$ cat config.mk
export PLATFORM = sky130hd
export DESIGN_NAME = seg_scan_decoder
export DESIGN_NICKNAME = d
export VERILOG_FILES = /design/src/rtl/seg_scan_decoder.sv
export SDC_FILE = /design/constraint.sdc
export NUM_CORES = 1
export LEC_CHECK = 0
export CORE_AREA = 10 10 142 144
export DETAILED_ROUTE_END_ITERATION = 12
export DIE_AREA = 0 0 152 154
export PLACE_DENSITY_LB_ADDON = 0.1
export SLEW_MARGIN = 40
export SYNTH_ARGS = -nofsm -noshare
export SYNTH_HDL_FRONTEND = slang
export SYNTH_SLANG_ARGS = --single-unit
$ cat constraint.sdc
create_clock -name clk -period 9.3 [get_ports clk]
set_input_delay 0.93 -clock clk [delete_from_list [all_inputs] [get_ports clk]]
set_output_delay 0.93 -clock clk [all_outputs]
set_load 0.05 [all_outputs]
$ cat src/rtl/seg_scan_decoder.sv
// Receive-side decoder for a multiplexed 7-segment bus (AN, CA..CG, DP).
// Rebuilds per-digit segment bytes and hex values; publishes whole frames.
//
// Ports:
//   clk            system clock, rising edge
//   rst            asynchronous active-low reset
//   AN[DIGITS]     anode select, one-hot at the ACTIVE_LOW level
//   CA..CG, DP     segment cathodes at the ACTIVE_LOW level
//   display        recovered bytes, byte i = {DP,CG..CA} of digit i, lit=1
//   digit_value    hex nibble per digit, 0 when the glyph is unknown
//   digit_valid    per-digit flag, byte (without DP) is a known glyph
//   frame_valid    one-cycle pulse when display is updated
//   frame_changed  pulse with frame_valid when display took a new value
//   multi_an_err   sticky, set when a sample has more than one anode
module seg_scan_decoder #(
    parameter int DIGITS        = 8,
    parameter int SETTLE_CYCLES = 4,
    parameter bit ACTIVE_LOW    = 1'b1
) (
    input  logic                  clk,
    input  logic                  rst,
    input  logic [DIGITS-1:0]     AN,
    input  logic                  CA,
    input  logic                  CB,
    input  logic                  CC,
    input  logic                  CD,
    input  logic                  CE,
    input  logic                  CF,
    input  logic                  CG,
    input  logic                  DP,
    output logic [DIGITS*8-1:0]   display,
    output logic [DIGITS*4-1:0]   digit_value,
    output logic [DIGITS-1:0]     digit_valid,
    output logic                  frame_valid,
    output logic                  frame_changed,
    output logic                  multi_an_err
);

    localparam int IW = (DIGITS > 1) ? $clog2(DIGITS) : 1;
    localparam logic [7:0] SETTLE = 8'(SETTLE_CYCLES);
    localparam logic [7:0] CNT_MAX = 8'hFF;
    localparam logic [DIGITS-1:0] ALL_SEEN = '1;
    localparam logic [DIGITS-1:0] AN_ONE = {{(DIGITS-1){1'b0}}, 1'b1};

    // ---------------------------------------------------------------
    // Input register, normalised to active-high
    // ---------------------------------------------------------------
    logic [7:0]        seg_pins;
    logic [DIGITS-1:0] an_q;
    logic [7:0]        seg_q;

    assign seg_pins = {DP, CG, CF, CE, CD, CC, CB, CA};

    always_ff @(posedge clk or negedge rst) begin
        if (!rst) begin
            an_q  <= '0;
            seg_q <= '0;
        end else begin
            an_q  <= ACTIVE_LOW ? ~AN : AN;
            seg_q <= ACTIVE_LOW ? ~seg_pins : seg_pins;
        end
    end

    // ---------------------------------------------------------------
    // Anode classification
    // ---------------------------------------------------------------
    logic          an_any;
    logic          one_hot;
    logic          multi;
    logic [IW-1:0] idx;

    // Clearing the lowest set bit leaves zero only for a single bit.
    assign an_any  = (an_q != '0);
    assign one_hot = an_any && ((an_q & (an_q - AN_ONE)) == '0);
    assign multi   = an_any && !one_hot;

    always_comb begin
        idx = '0;
        for (int i = 0; i < DIGITS; i++) begin
            if (an_q[i]) begin
                idx = IW'(i);
            end
        end
    end

    // ---------------------------------------------------------------
    // Stability counter
    // ---------------------------------------------------------------
    logic [7:0]    cnt;
    logic [7:0]    cnt_nxt;
    logic [IW-1:0] last_idx;
    logic [7:0]    last_seg;
    logic          same;
    logic          capture;

    // cnt == 0 means the previous sample was idle/error, so nothing
    // to continue from even if last_idx/last_seg happen to match.
    assign same = one_hot && (cnt != 8'd0) &&
                  (idx == last_idx) && (seg_q == last_seg);

    always_comb begin
        cnt_nxt = 8'd0;
        if (same) begin
            cnt_nxt = (cnt == CNT_MAX) ? cnt : cnt + 8'd1;
        end else if (one_hot) begin
            cnt_nxt = 8'd1;
        end
    end

    // Capture on the cycle the count arrives at SETTLE; a saturated
    // count sitting at SETTLE must not recapture.
    assign capture = one_hot && (cnt_nxt == SETTLE) &&
                     !(same && (cnt == SETTLE));

    always_ff @(posedge clk or negedge rst) begin
        if (!rst) begin
            cnt      <= 8'd0;
            last_idx <= '0;
            last_seg <= 8'd0;
        end else begin
            cnt      <= cnt_nxt;
            last_idx <= idx;
            last_seg <= seg_q;
        end
    end

    // ---------------------------------------------------------------
    // Shadow bytes, seen mask and frame publish
    // ---------------------------------------------------------------
    logic [DIGITS*8-1:0] shadow;
    logic [DIGITS-1:0]   seen;
    logic [DIGITS-1:0]   seen_nxt;
    logic                publish;

    assign publish = (seen == ALL_SEEN);

    // A capture in the publish cycle lands after the clear.
    always_comb begin
        seen_nxt = publish ? '0 : seen;
        if (capture) begin
            seen_nxt[idx] = 1'b1;
        end
    end

    always_ff @(posedge clk or negedge rst) begin
        if (!rst) begin
            shadow <= '0;
            seen   <= '0;
        end else begin
            seen <= seen_nxt;
            if (capture) begin
                shadow[{idx, 3'b000} +: 8] <= seg_q;
            end
        end
    end

    always_ff @(posedge clk or negedge rst) begin
        if (!rst) begin
            display       <= '0;
            frame_valid   <= 1'b0;
            frame_changed <= 1'b0;
            multi_an_err  <= 1'b0;
        end else begin
            frame_valid   <= publish;
            frame_changed <= publish && (shadow != display);
            multi_an_err  <= multi_an_err | multi;
            if (publish) begin
                display <= shadow;
            end
        end
    end

    // ---------------------------------------------------------------
    // Glyph decode (gfedcba, DP ignored) -> {valid, nibble}
    // ---------------------------------------------------------------
    function automatic logic [4:0] decode(input logic [6:0] g);
        case (g)
            7'h3F:   decode = 5'h10;
            7'h06:   decode = 5'h11;
            7'h5B:   decode = 5'h12;
            7'h4F:   decode = 5'h13;
            7'h66:   decode = 5'h14;
            7'h6D:   decode = 5'h15;
            7'h7D:   decode = 5'h16;
            7'h07:   decode = 5'h17;
            7'h7F:   decode = 5'h18;
            7'h6F:   decode = 5'h19;
            7'h77:   decode = 5'h1A;
            7'h7C:   decode = 5'h1B;
            7'h39:   decode = 5'h1C;
            7'h5E:   decode = 5'h1D;
            7'h79:   decode = 5'h1E;
            7'h71:   decode = 5'h1F;
            default: decode = 5'h00;
        endcase
    endfunction

    logic [4:0] dec;

    always_comb begin
        dec         = '0;
        digit_valid = '0;
        digit_value = '0;
        for (int i = 0; i < DIGITS; i++) begin
            dec                    = decode(display[8*i +: 7]);
            digit_valid[i]         = dec[4];
            digit_value[4*i +: 4]  = dec[3:0];
        end
    end

endmodule

Yosys cells after proc, flatten, opt, wreduce, memory -nomap -nowiden --
Cells that the tools add are included.
Word-level totals: flip-flop bits (word level) 174, logic and storage cells 196
Operators by class: add/sub/neg operators 3, magnitude comparators 2, eq/ne operators 135, shift-type cells 2, multiplexer cells 23, bitwise operators 5, reductions and logical operators 15
Operators with widths (count):
- $eq 7x7->1 const B | 96
- $pmux 5 s16 | 8
- $eq 7x3->1 const B | 16
- $eq 7x6->1 const B | 16
- $bwmux 64 | 1
- $ne 64x64->1 | 1
- $shift 8x8->64 const A | 1
- $shiftx 8x8->64 | 1
- $mux 8 | 4
- $eq 8x3->1 const B | 2
- $eq 8x8->1 const B | 2
- $not 8->8 | 2
- $reduce_bool 8->1 | 2
- $mux 3 | 4
- $logic_and 1x1->1 | 10
- $add 8x1->8 const B | 1
- $and 8x8->8 | 1
- $eq 8x8->1 | 1
- $logic_not 8->1 | 1
- $neg 6->8 | 1
- $or 8x8->8 | 1
- $sub 8x1->8 const B | 1
- $lt 3x4->1 const B | 1
- $mux 2 | 2
- other kinds (6) | 9

Depth between registers and ports, before layout --
Gate-level depths: netlist (run 1).
depth in word-level cells 15, mapped depth 12, gate-level depth less buffers 10

Least setup slack after synthesis (run 1) --
No wires, ideal clock.
path type reg-to-output, start point register display[21], end point output port digit_valid[2], arrival time 3627 ps, data required time 8370 ps, slack 4743 ps, cell stages (with the launch flop) 5, buffers on the path 1, cell sequence dfrtp_1 > clkbuf_1 > nand3_1 > o311ai_0 > or3_1
Between the ends: word-level cells in the longest chain between the ends 2
RTL lines:
- start, declared | RTL line 31 | output logic [DIGITS*8-1:0] display,
- start signal, assigned | RTL line 168 | display <= shadow;
- $eq 7x7->1 (tied with other cells) | RTL line 177 | case (g)
- $pmux 5 s16 (*) | RTL line 177
- end, declared | RTL line 33 | output logic [DIGITS-1:0] digit_valid,
Mark *: on every way between the ends. The rest lies on a longest branch, timed or not.

Worst setup path in the final report (run 1) --
start point register display[35], end point output port digit_valid[4]
Same word-level chain as after synthesis.

==> impl_results.rst, run 1 <==
.. list-table::
   :header-rows: 1

   * - Metric
     - Value
   * - Count of flip-flops with a built-in enable after synthesis
     - 0
   * - Critical Path Source Type
     - flop
   * - Internal Pwr Total
     - 1.28 mW
   * - Final setup fails
     - 0
   * - Instance area at placement
     - 11500 sq um
   * - Placed Instances
     - 1435
   * - FILL cells
     - 1355
   * - Die outline height
     - 154 um
   * - Areal power density over the cells
     - 133 nW/um^2
   * - Synthesis-to-layout area growth
     - 18.3%
   * - Critical path peak fanout
     - 15
   * - Maximum number of pins on one net before global-route repair
     - 112
   * - Predominant post-synthesis flop cell
     - sky130_fd_sc_hd__dfrtp_1
   * - Average vias per placed instance
     - 5.96
   * - Psw
     - 0.341 mW
   * - Final Critical Period
     - 4010 ps
   * - Sequential power share
     - 47.9%
   * - Post-synthesis share of cell area spent on full adders, half adders and majority gates
     - 1.04%
   * - Worst slew margin
     - 42.6%
   * - Number of DRC violations after detailed-routing iteration 0
     - 772
   * - Total of flip-flops plus latches after synthesis
     - 174
   * - H-tree depth reported by CTS
     - 4
   * - Antenna cell count
     - 0
   * - Num CTS Buffers
     - 17
   * - Static leakage
     - 5.46 nW
   * - Clock transition at the registers of the reported paths
     - 60 ps
   * - Routed vias
     - 8748
   * - Final standard cell count with taps included and fillers excluded
     - 1467
   * - Maximum clock rate
     - 0.249 GHz
   * - Share of cells above drive strength 1
     - 6.52%
   * - Total half-perimeter wirelength after legalization and detailed placement
     - 19.0 mm
   * - Combinational family with the most area after synthesis
     - simple AND/OR/NAND/NOR gates
   * - Worst Path Arrival
     - 3080 ps
   * - Clock latency reported for the late side of the worst-skew pair
     - 430 ps
   * - Power share of the clock group
     - 48.6%
   * - Simple logic cell fraction of the synthesized area
     - 24.1%
   * - Number of gates resized after CTS
     - 0
   * - Clock root cell
     - sky130_fd_sc_hd__clkbuf_16
   * - Slowest stage delay, CP
     - 800 ps
   * - Part of the Yosys area used for sequential elements
     - 42.2%
   * - Synthesized netlist cell count
     - 1169
   * - Chip Width
     - 152 um
   * - Clock tree from TritonCTS
     - yes
   * - IO Pins
     - 125
   * - Final critical-path share of the clock period
     - 43.1%
   * - Core utilization of the finished layout
     - 71.0%
   * - Total grt overflow
     - 0
   * - Bufs on Longest Clock Path
     - 2
   * - Logic gate share of total power
     - 3.5%
   * - Routed len/inst
     - 18.4 um
   * - Wire length of the first global-routing pass
     - 43.9 mm
   * - Actual transition at the worst max-transition pin
     - 854 ps
   * - Gp weighted congestion
     - 0.856
   * - DIE AREA
     - 23400 sq um
   * - Worst Skew
     - 10.6 ps
   * - DRC violation count after routing
     - 0
   * - Result of the run
     - completed
   * - Most common library cell in the layout ignoring fill and taps
     - sky130_fd_sc_hd__nand2_1
   * - Instance count on the critical path
     - 6
   * - Hold WC Path Type
     - flop to flop
   * - Worst hold margin
     - 482 ps
   * - Worst reg-to-reg setup slack
     - 5940 ps
   * - Final Hold Viols
     - 0
   * - Final count of pins violating max slew
     - 0
   * - Cts hold-fix bufs
     - 0
   * - Peak ir drop on the vdd network
     - 0.146 mV
   * - Critical Setup Path Class
     - flop to primary output
   * - Setup repair after global routing missed its margin
     - no
   * - Xor/xnor cell area share of the yosys netlist
     - 7.14%
   * - Global router's overall resource usage
     - 22.6%
   * - Cell count of the worst reg-to-reg path
     - 7
   * - Maximum capacitance violations
     - 0
   * - Buffers inserted by post-CTS timing repair
     - 0
   * - CP endpoint
     - digit_valid[4]
   * - Slowest cell on the critical path
     - sky130_fd_sc_hd__clkdlybuf4s50_1
   * - Initial antenna violation count
     - 0
   * - Critical path launch point
     - display[35]$_DFFE_PN0P_
   * - Final nets
     - 1256
   * - Synth Area in Compound Gates
     - 11.7%
   * - Type of destination of the critical path
     - primary output
   * - Portion of netlist area occupied by mux cells
     - 7.28%
   * - Count of synthesis-stage warnings from yosys
     - 0
   * - Number of distinct library cells after synthesis
     - 64
   * - Worst path cell trace
     - nand4_1, or4b_2, o31ai_1, or3_1, or4_1, clkdlybuf4s50_1
   * - Port buffer count
     - 124
   * - Initial cell density of the core
     - 60.0%
   * - Average instance area after synthesis
     - 8.82 sq um
   * - Kind of cell with the highest combined delay on the critical path
     - simple AND/OR/NAND/NOR gates
   * - Final wirelength
     - 26.9 mm
   * - Setup TNS after final layout
     - 0 ps
   * - Iteration count of the initial detailed-routing pass
     - 6
   * - Buffers plus inverters on the worst setup path
     - 1
   * - Fraction of registers with async set or reset after synthesis
     - 100%
   * - R2R Path End
     - shadow[18]$_DFFE_PN0P_
   * - CTS sink count
     - 174
   * - Via count of the first global-routing pass
     - 8327
   * - Worst R2R Start
     - cnt[0]$_DFF_PN0_
   * - Switching share of power
     - 21.1%
   * - Number of nets produced by synthesis
     - 1194
   * - Final standard cell area without fillers
     - 12200 sq um
   * - Residual antenna-violating net count after detailed routing
     - 0
   * - Post-Syn Area
     - 10300 sq um
   * - Standard-cell rows
     - 48
   * - Worst Path Required
     - 8370 ps
   * - Most frequent cells in the layout
     - 193 x sky130_fd_sc_hd__nand2_1, 174 x sky130_fd_sc_hd__dfrtp_1, 123 x sky130_fd_sc_hd__clkdlybuf4s50_1
   * - Core footprint
     - 17200 sq um
## cell families after synthesis
| family | after synthesis |
|---|---|
| AOI/OAI and AO/OA | 194 |
| DFF | 174 |
| adders and majority gates | 9 |
| and+or+nand+nor | 472 |
| muxes | 67 |
| buffers and inverters | 169 |
| xor gates and xnor gates | 84 |
## power groups by stage
stage / Clock (mW) / Combinational (mW) / Sequential [mW]
after floorplan: 0 / 0.0264 / 0.783
after global placement: 0 / 0.0556 / 0.787
after detailed placement: 0 / 0.0577 / 0.788
after CTS: 0.794 / 0.0581 / 0.774
after global routing: 0.827 / 0.0638 / 0.775
final: 0.787 / 0.0572 / 0.774
## layout make-up
cell class | instances | area [sq um] | area share, %
multi-input cells | 826 | 5300 | 43.5
flip-flops and latches | 174 | 4350 | 35.7
repair buffers | 129 | 1290 | 10.6
clock buffers | 20 | 467 | 3.83
inverters | 83 | 313 | 2.56
well taps | 225 | 282 | 2.31
clock inverters | 10 | 185 | 1.52
## stage by stage
step,power (mW),setup WS [ps]
global placement,0.843,5840
finish,1.62,5290
detailed placement,0.846,5750
global route,1.67,5140
floorplan,0.809,4740
CTS,1.63,5290
## worst min-delay path by stage
stage / start / to / slack [ps] / cells after the start
2_1_floorplan: seen[3]$_DFF_PN0_ / seen[3]$_DFF_PN0_ / 450 / 2
3_3_place_gp: seen[7]$_DFF_PN0_ / seen[7]$_DFF_PN0_ / 460 / 2
3_5_place_dp: seen[3]$_DFF_PN0_ / seen[3]$_DFF_PN0_ / 470 / 2
4_1_cts: seen[3]$_DFF_PN0_ / seen[3]$_DFF_PN0_ / 480 / 2
5_1_grt: seen[3]$_DFF_PN0_ / seen[3]$_DFF_PN0_ / 500 / 2
6_report: seen[0]$_DFF_PN0_ / seen[0]$_DFF_PN0_ / 480 / 2
## worst reg2reg max path: cells and delay by family (launching register included)
kind,cells,cell delay [ps]
DFF,1,460
and+or+nand+nor,3,1880
adders and majority gates,1,330
muxes,1,300
AOI/OAI and AO/OA,2,310
## synthesized netlist by cell type (5+ instances only)
cell / number / share of area [%]
sky130_fd_sc_hd__nand3_1: 21 / 1.0
sky130_fd_sc_hd__mux2_4: 16 / 2.3
sky130_fd_sc_hd__o22ai_1: 7 / 0.42
sky130_fd_sc_hd__nor4b_1: 7 / 0.59
sky130_fd_sc_hd__mux2i_1: 51 / 5.0
sky130_fd_sc_hd__nand2b_1: 16 / 0.97
sky130_fd_sc_hd__xor2_1: 67 / 5.7
sky130_fd_sc_hd__nand3b_1: 12 / 0.87
sky130_fd_sc_hd__nand2_1: 193 / 7.0
sky130_fd_sc_hd__clkbuf_1: 71 / 2.6
sky130_fd_sc_hd__or3_1: 6 / 0.36
sky130_fd_sc_hd__nor3b_1: 12 / 0.87
sky130_fd_sc_hd__xnor2_1: 17 / 1.4
sky130_fd_sc_hd__nand4b_1: 7 / 0.59
sky130_fd_sc_hd__inv_1: 81 / 2.9
sky130_fd_sc_hd__nor4_1: 32 / 1.9
sky130_fd_sc_hd__a211oi_1: 7 / 0.51
sky130_fd_sc_hd__o211ai_1: 5 / 0.36
sky130_fd_sc_hd__o31ai_1: 9 / 0.66
sky130_fd_sc_hd__or2_2: 6 / 0.36
sky130_fd_sc_hd__nor3_1: 20 / 0.97
sky130_fd_sc_hd__nand4_1: 30 / 1.8
sky130_fd_sc_hd__a21oi_1: 27 / 1.3
sky130_fd_sc_hd__ha_1: 7 / 0.85
sky130_fd_sc_hd__nor2b_1: 11 / 0.67
sky130_fd_sc_hd__o21ai_0: 93 / 4.5
sky130_fd_sc_hd__buf_1: 6 / 0.22
sky130_fd_sc_hd__nor2_1: 60 / 2.2
sky130_fd_sc_hd__o41ai_1: 6 / 0.51
sky130_fd_sc_hd__dfrtp_1: 174 / 42
sky130_fd_sc_hd__or4_1: 8 / 0.58
sky130_fd_sc_hd__nor4_4: 6 / 1.2
sky130_fd_sc_hd__a31oi_1: 10 / 0.61
sky130_fd_sc_hd__and3_1: 10 / 0.61
## sequential cells by signal (all words and copies together), names as in the netlist
name           cells
multi_an_err       1
frame_changed      1
frame_valid        1
an_q               8
last_seg           8
seen               8
last_idx           3
display           64
seg_q              8
shadow            64
cnt                8
## routing by layer
metal	vias up	part of all wire [%]	global-route usage, %
met3	40	6.1	5.94
met1	4269	41	27.4
li1	4173	-	-
met2	266	51	38.7
met5	-	0	0
met4	0	1.8	6.14
Note: power is estimated with default switching activity, not from simulation.
==> inputs of run 2 (changes only) <==
--- a/config.mk
+++ b/config.mk
@@ -5,9 +5,9 @@
 export SDC_FILE = /design/constraint.sdc
 export NUM_CORES = 1
 export LEC_CHECK = 0
-export CORE_AREA = 10 10 142 144
+export CORE_AREA = 10 10 146 148
 export DETAILED_ROUTE_END_ITERATION = 12
-export DIE_AREA = 0 0 152 154
+export DIE_AREA = 0 0 156 158
 export PLACE_DENSITY_LB_ADDON = 0.1
 export SLEW_MARGIN = 40
 export SYNTH_ARGS = -nofsm -noshare
==> constraint.sdc (replaced) <==
create_clock -name clk -period 4.1 [get_ports clk]
set_input_delay 0.41 -clock clk [delete_from_list [all_inputs] [get_ports clk]]
set_output_delay 0.41 -clock clk [all_outputs]
set_load 0.05 [all_outputs]
==> run 2 against run 1 <==
Clock skew decreased by 2.1 ps. First-iteration DRC count decreased by 26%. Final cell count increased by 1.2%. Clock power increased by 120%. Worst setup slack got worse by 4700 ps. Power increased by 120%. Via count decreased by 0.56%. Critical path depth unchanged. Non-clock buffer count increased by 7. Critical endpoint unchanged. Largest power group is now registers.
==> impl_results.rst, run 2 (synthesized netlist as in run 1, its figures left out) <==
.. list-table::
   :header-rows: 1

   * - Metric
     - Value
   * - Clock root cell
     - sky130_fd_sc_hd__clkbuf_16
   * - Total area of multi-input combinational cells
     - 5290 sq um
   * - Clock transition at the registers of the reported paths
     - 60 ps
   * - DRC violation count after routing
     - 0
   * - Final nets
     - 1263
   * - Num CTS Buffers
     - 17
   * - Routed length on met2
     - 13.1 mm
   * - Wire length of the first global-routing pass
     - 44.1 mm
   * - Peak ir drop on the vdd network
     - 0.300 mV
   * - Type of destination of the critical path
     - primary output
   * - Worst Path Arrival
     - 3060 ps
   * - Met3 routed wirelength
     - 1.45 mm
   * - Wire length the detailed router placed on met1
     - 12.1 mm
   * - Setup TNS after final layout
     - 0 ps
   * - FILL cells
     - 1482
   * - Average vias per placed instance
     - 5.86
   * - Worst Skew
     - 8.54 ps
   * - Clock tree from TritonCTS
     - yes
   * - Critical Setup Path Class
     - flop to primary output
   * - Critical Path Source Type
     - flop
   * - Routed len/inst
     - 18.3 um
   * - Number of gates resized after CTS
     - 0
   * - Global router's overall resource usage
     - 22.0%
   * - Worst slew margin
     - 44.7%
   * - Register cell area after layout
     - 4350 sq um
   * - Via count of the first global-routing pass
     - 8175
   * - Largest registers
     - display (64), shadow (64)
   * - Internal Pwr Total
     - 2.81 mW
   * - Worst hold margin
     - 413 ps
   * - Result of the run
     - completed
   * - Switching share of power
     - 21.7%
   * - Critical path peak fanout
     - 15
   * - Final count of pins violating max slew
     - 0
   * - Initial cell density of the core
     - 55.9%
   * - Chip Width
     - 156 um
   * - Total Power Consumption
     - 3.59 mW
   * - Antenna cell count
     - 0
   * - Psw
     - 0.781 mW
   * - Actual transition at the worst max-transition pin
     - 823 ps
   * - Logic gate share of total power
     - 3.8%
   * - Maximum clock rate
     - 0.288 GHz
   * - Final critical-path share of the clock period
     - 84.7%
   * - Core footprint
     - 18500 sq um
   * - CTS sink count
     - 174
   * - Share of cells above drive strength 1
     - 6.87%
   * - Initial antenna violation count
     - 0
   * - Worst Path Required
     - 3690 ps
   * - Iteration count of the initial detailed-routing pass
     - 5
   * - Bufs on Longest Clock Path
     - 2
   * - Gp weighted congestion
     - 0.890
   * - Synthesis-to-layout area growth
     - 18.8%
   * - H-tree depth reported by CTS
     - 4
   * - Most common library cell in the layout ignoring fill and taps
     - sky130_fd_sc_hd__nand2_1
   * - IO Pins
     - 125
   * - Clock latency reported for the late side of the worst-skew pair
     - 430 ps
   * - Most frequent cells in the layout
     - 193 x sky130_fd_sc_hd__nand2_1, 174 x sky130_fd_sc_hd__dfrtp_1, 123 x sky130_fd_sc_hd__clkdlybuf4s50_1
   * - Port buffer count
     - 124
   * - Total grt overflow
     - 0
   * - Power share of the clock group
     - 47.3%
   * - Final wirelength
     - 27.2 mm
   * - Maximum capacitance violations
     - 0
   * - Buffers inserted by post-CTS timing repair
     - 0
   * - Standard-cell rows
     - 50
   * - Areal power density over the cells
     - 294 nW/um^2
   * - Highest layer used for signal routing
     - met4
   * - Residual antenna-violating net count after detailed routing
     - 0
   * - Routed vias
     - 8699
   * - Final Critical Period
     - 3470 ps
   * - Total half-perimeter wirelength after legalization and detailed placement
     - 19.3 mm
   * - DIE AREA
     - 24600 sq um
   * - Core utilization of the finished layout
     - 66.3%
   * - Die outline height
     - 158 um
   * - Hold WC Path Type
     - primary input to async pin
   * - Final setup fails
     - 0
   * - Sequential power share
     - 48.9%
   * - Static leakage
     - 5.48 nW
   * - Final Hold Viols
     - 0
   * - Maximum number of pins on one net before global-route repair
     - 112
   * - Number of DRC violations after detailed-routing iteration 0
     - 572
   * - Setup repair after global routing missed its margin
     - no
[run 2: cell count changes in the layout (fill, tap and decap cells not counted), moves of 2 or more]
cell / change
sky130_fd_sc_hd__bufinv_16: -3
sky130_fd_sc_hd__clkinv_2: -2
sky130_fd_sc_hd__buf_4: +6
sky130_fd_sc_hd__clkinv_4: +2
sky130_fd_sc_hd__clkbuf_8: +5
[run 2: final timing paths]
kind                                              start                       to  slack, ps  cells after the start
worst min-delay path                                rst  display[36]$_DFFE_PN0P_        410                      2
worst max-delay path            display[35]$_DFFE_PN0P_           digit_valid[4]        630                      6
worst min register to register        seen[0]$_DFF_PN0_        seen[0]$_DFF_PN0_        480                      2
max in group asynchronous                           rst         cnt[1]$_DFF_PN0_       2640                      4
min in group clk                                     CB       seg_q[1]$_DFF_PN0_        450                      2
worst max register to register        an_q[1]$_DFF_PN0_   shadow[34]$_DFFE_PN0P_        930                      6
[run 2: timing repair]
| item | CTS | global route |
|---|---|---|
| hold buffers | 0 | 1 |
| endpoints found under the hold margin | 0 | 26 |
| endpoints found under the setup margin | 0 | 0 |
[run 2: through the flow]
step	cell area (sq um)	setup slack, ps	cells
CTS	12200	604	1483
global placement	11600	1030	1451
detailed placement	11600	1020	1451
finish	12200	626	1485
floorplan	10300	62.8	1169
global route	12200	440	1485
[run 2: cell type report]
class / count / area share [%]
Multi-Input combinational cell: 826 / 43.2
Tap cell: 234 / 2.39
Inverter: 83 / 2.55
Clock inverter: 6 / 0.777
Clock buffer: 26 / 4.40
Sequential cell: 174 / 35.6
Timing Repair Buffer: 136 / 11.1
[run 2: critical path: stages, from the launching register on]
cell	delay (ps)
sky130_fd_sc_hd__dfrtp_1	620
sky130_fd_sc_hd__nand4_1	210
sky130_fd_sc_hd__or4b_2	640
sky130_fd_sc_hd__o31ai_1	100
sky130_fd_sc_hd__or3_1	160
sky130_fd_sc_hd__or4_1	100
sky130_fd_sc_hd__clkdlybuf4s50_1	800
[run 2: power by group through the flow]
stage	combinational (mW)	clock (mW)	sequential, mW
2_1_floorplan	0.0599	0	1.77
3_3_place_gp	0.131	0	1.79
3_5_place_dp	0.134	0	1.79
4_1_cts	0.134	1.72	1.76
5_1_grt	0.151	1.79	1.76
6_report	0.137	1.70	1.76
[run 2: per-layer routing]
metal,vias to the layer above,GRT usage (%)
li1,4198,-
met2,262,36.4
met5,-,0
met1,4207,29.0
met3,32,4.31
met4,0,5.89
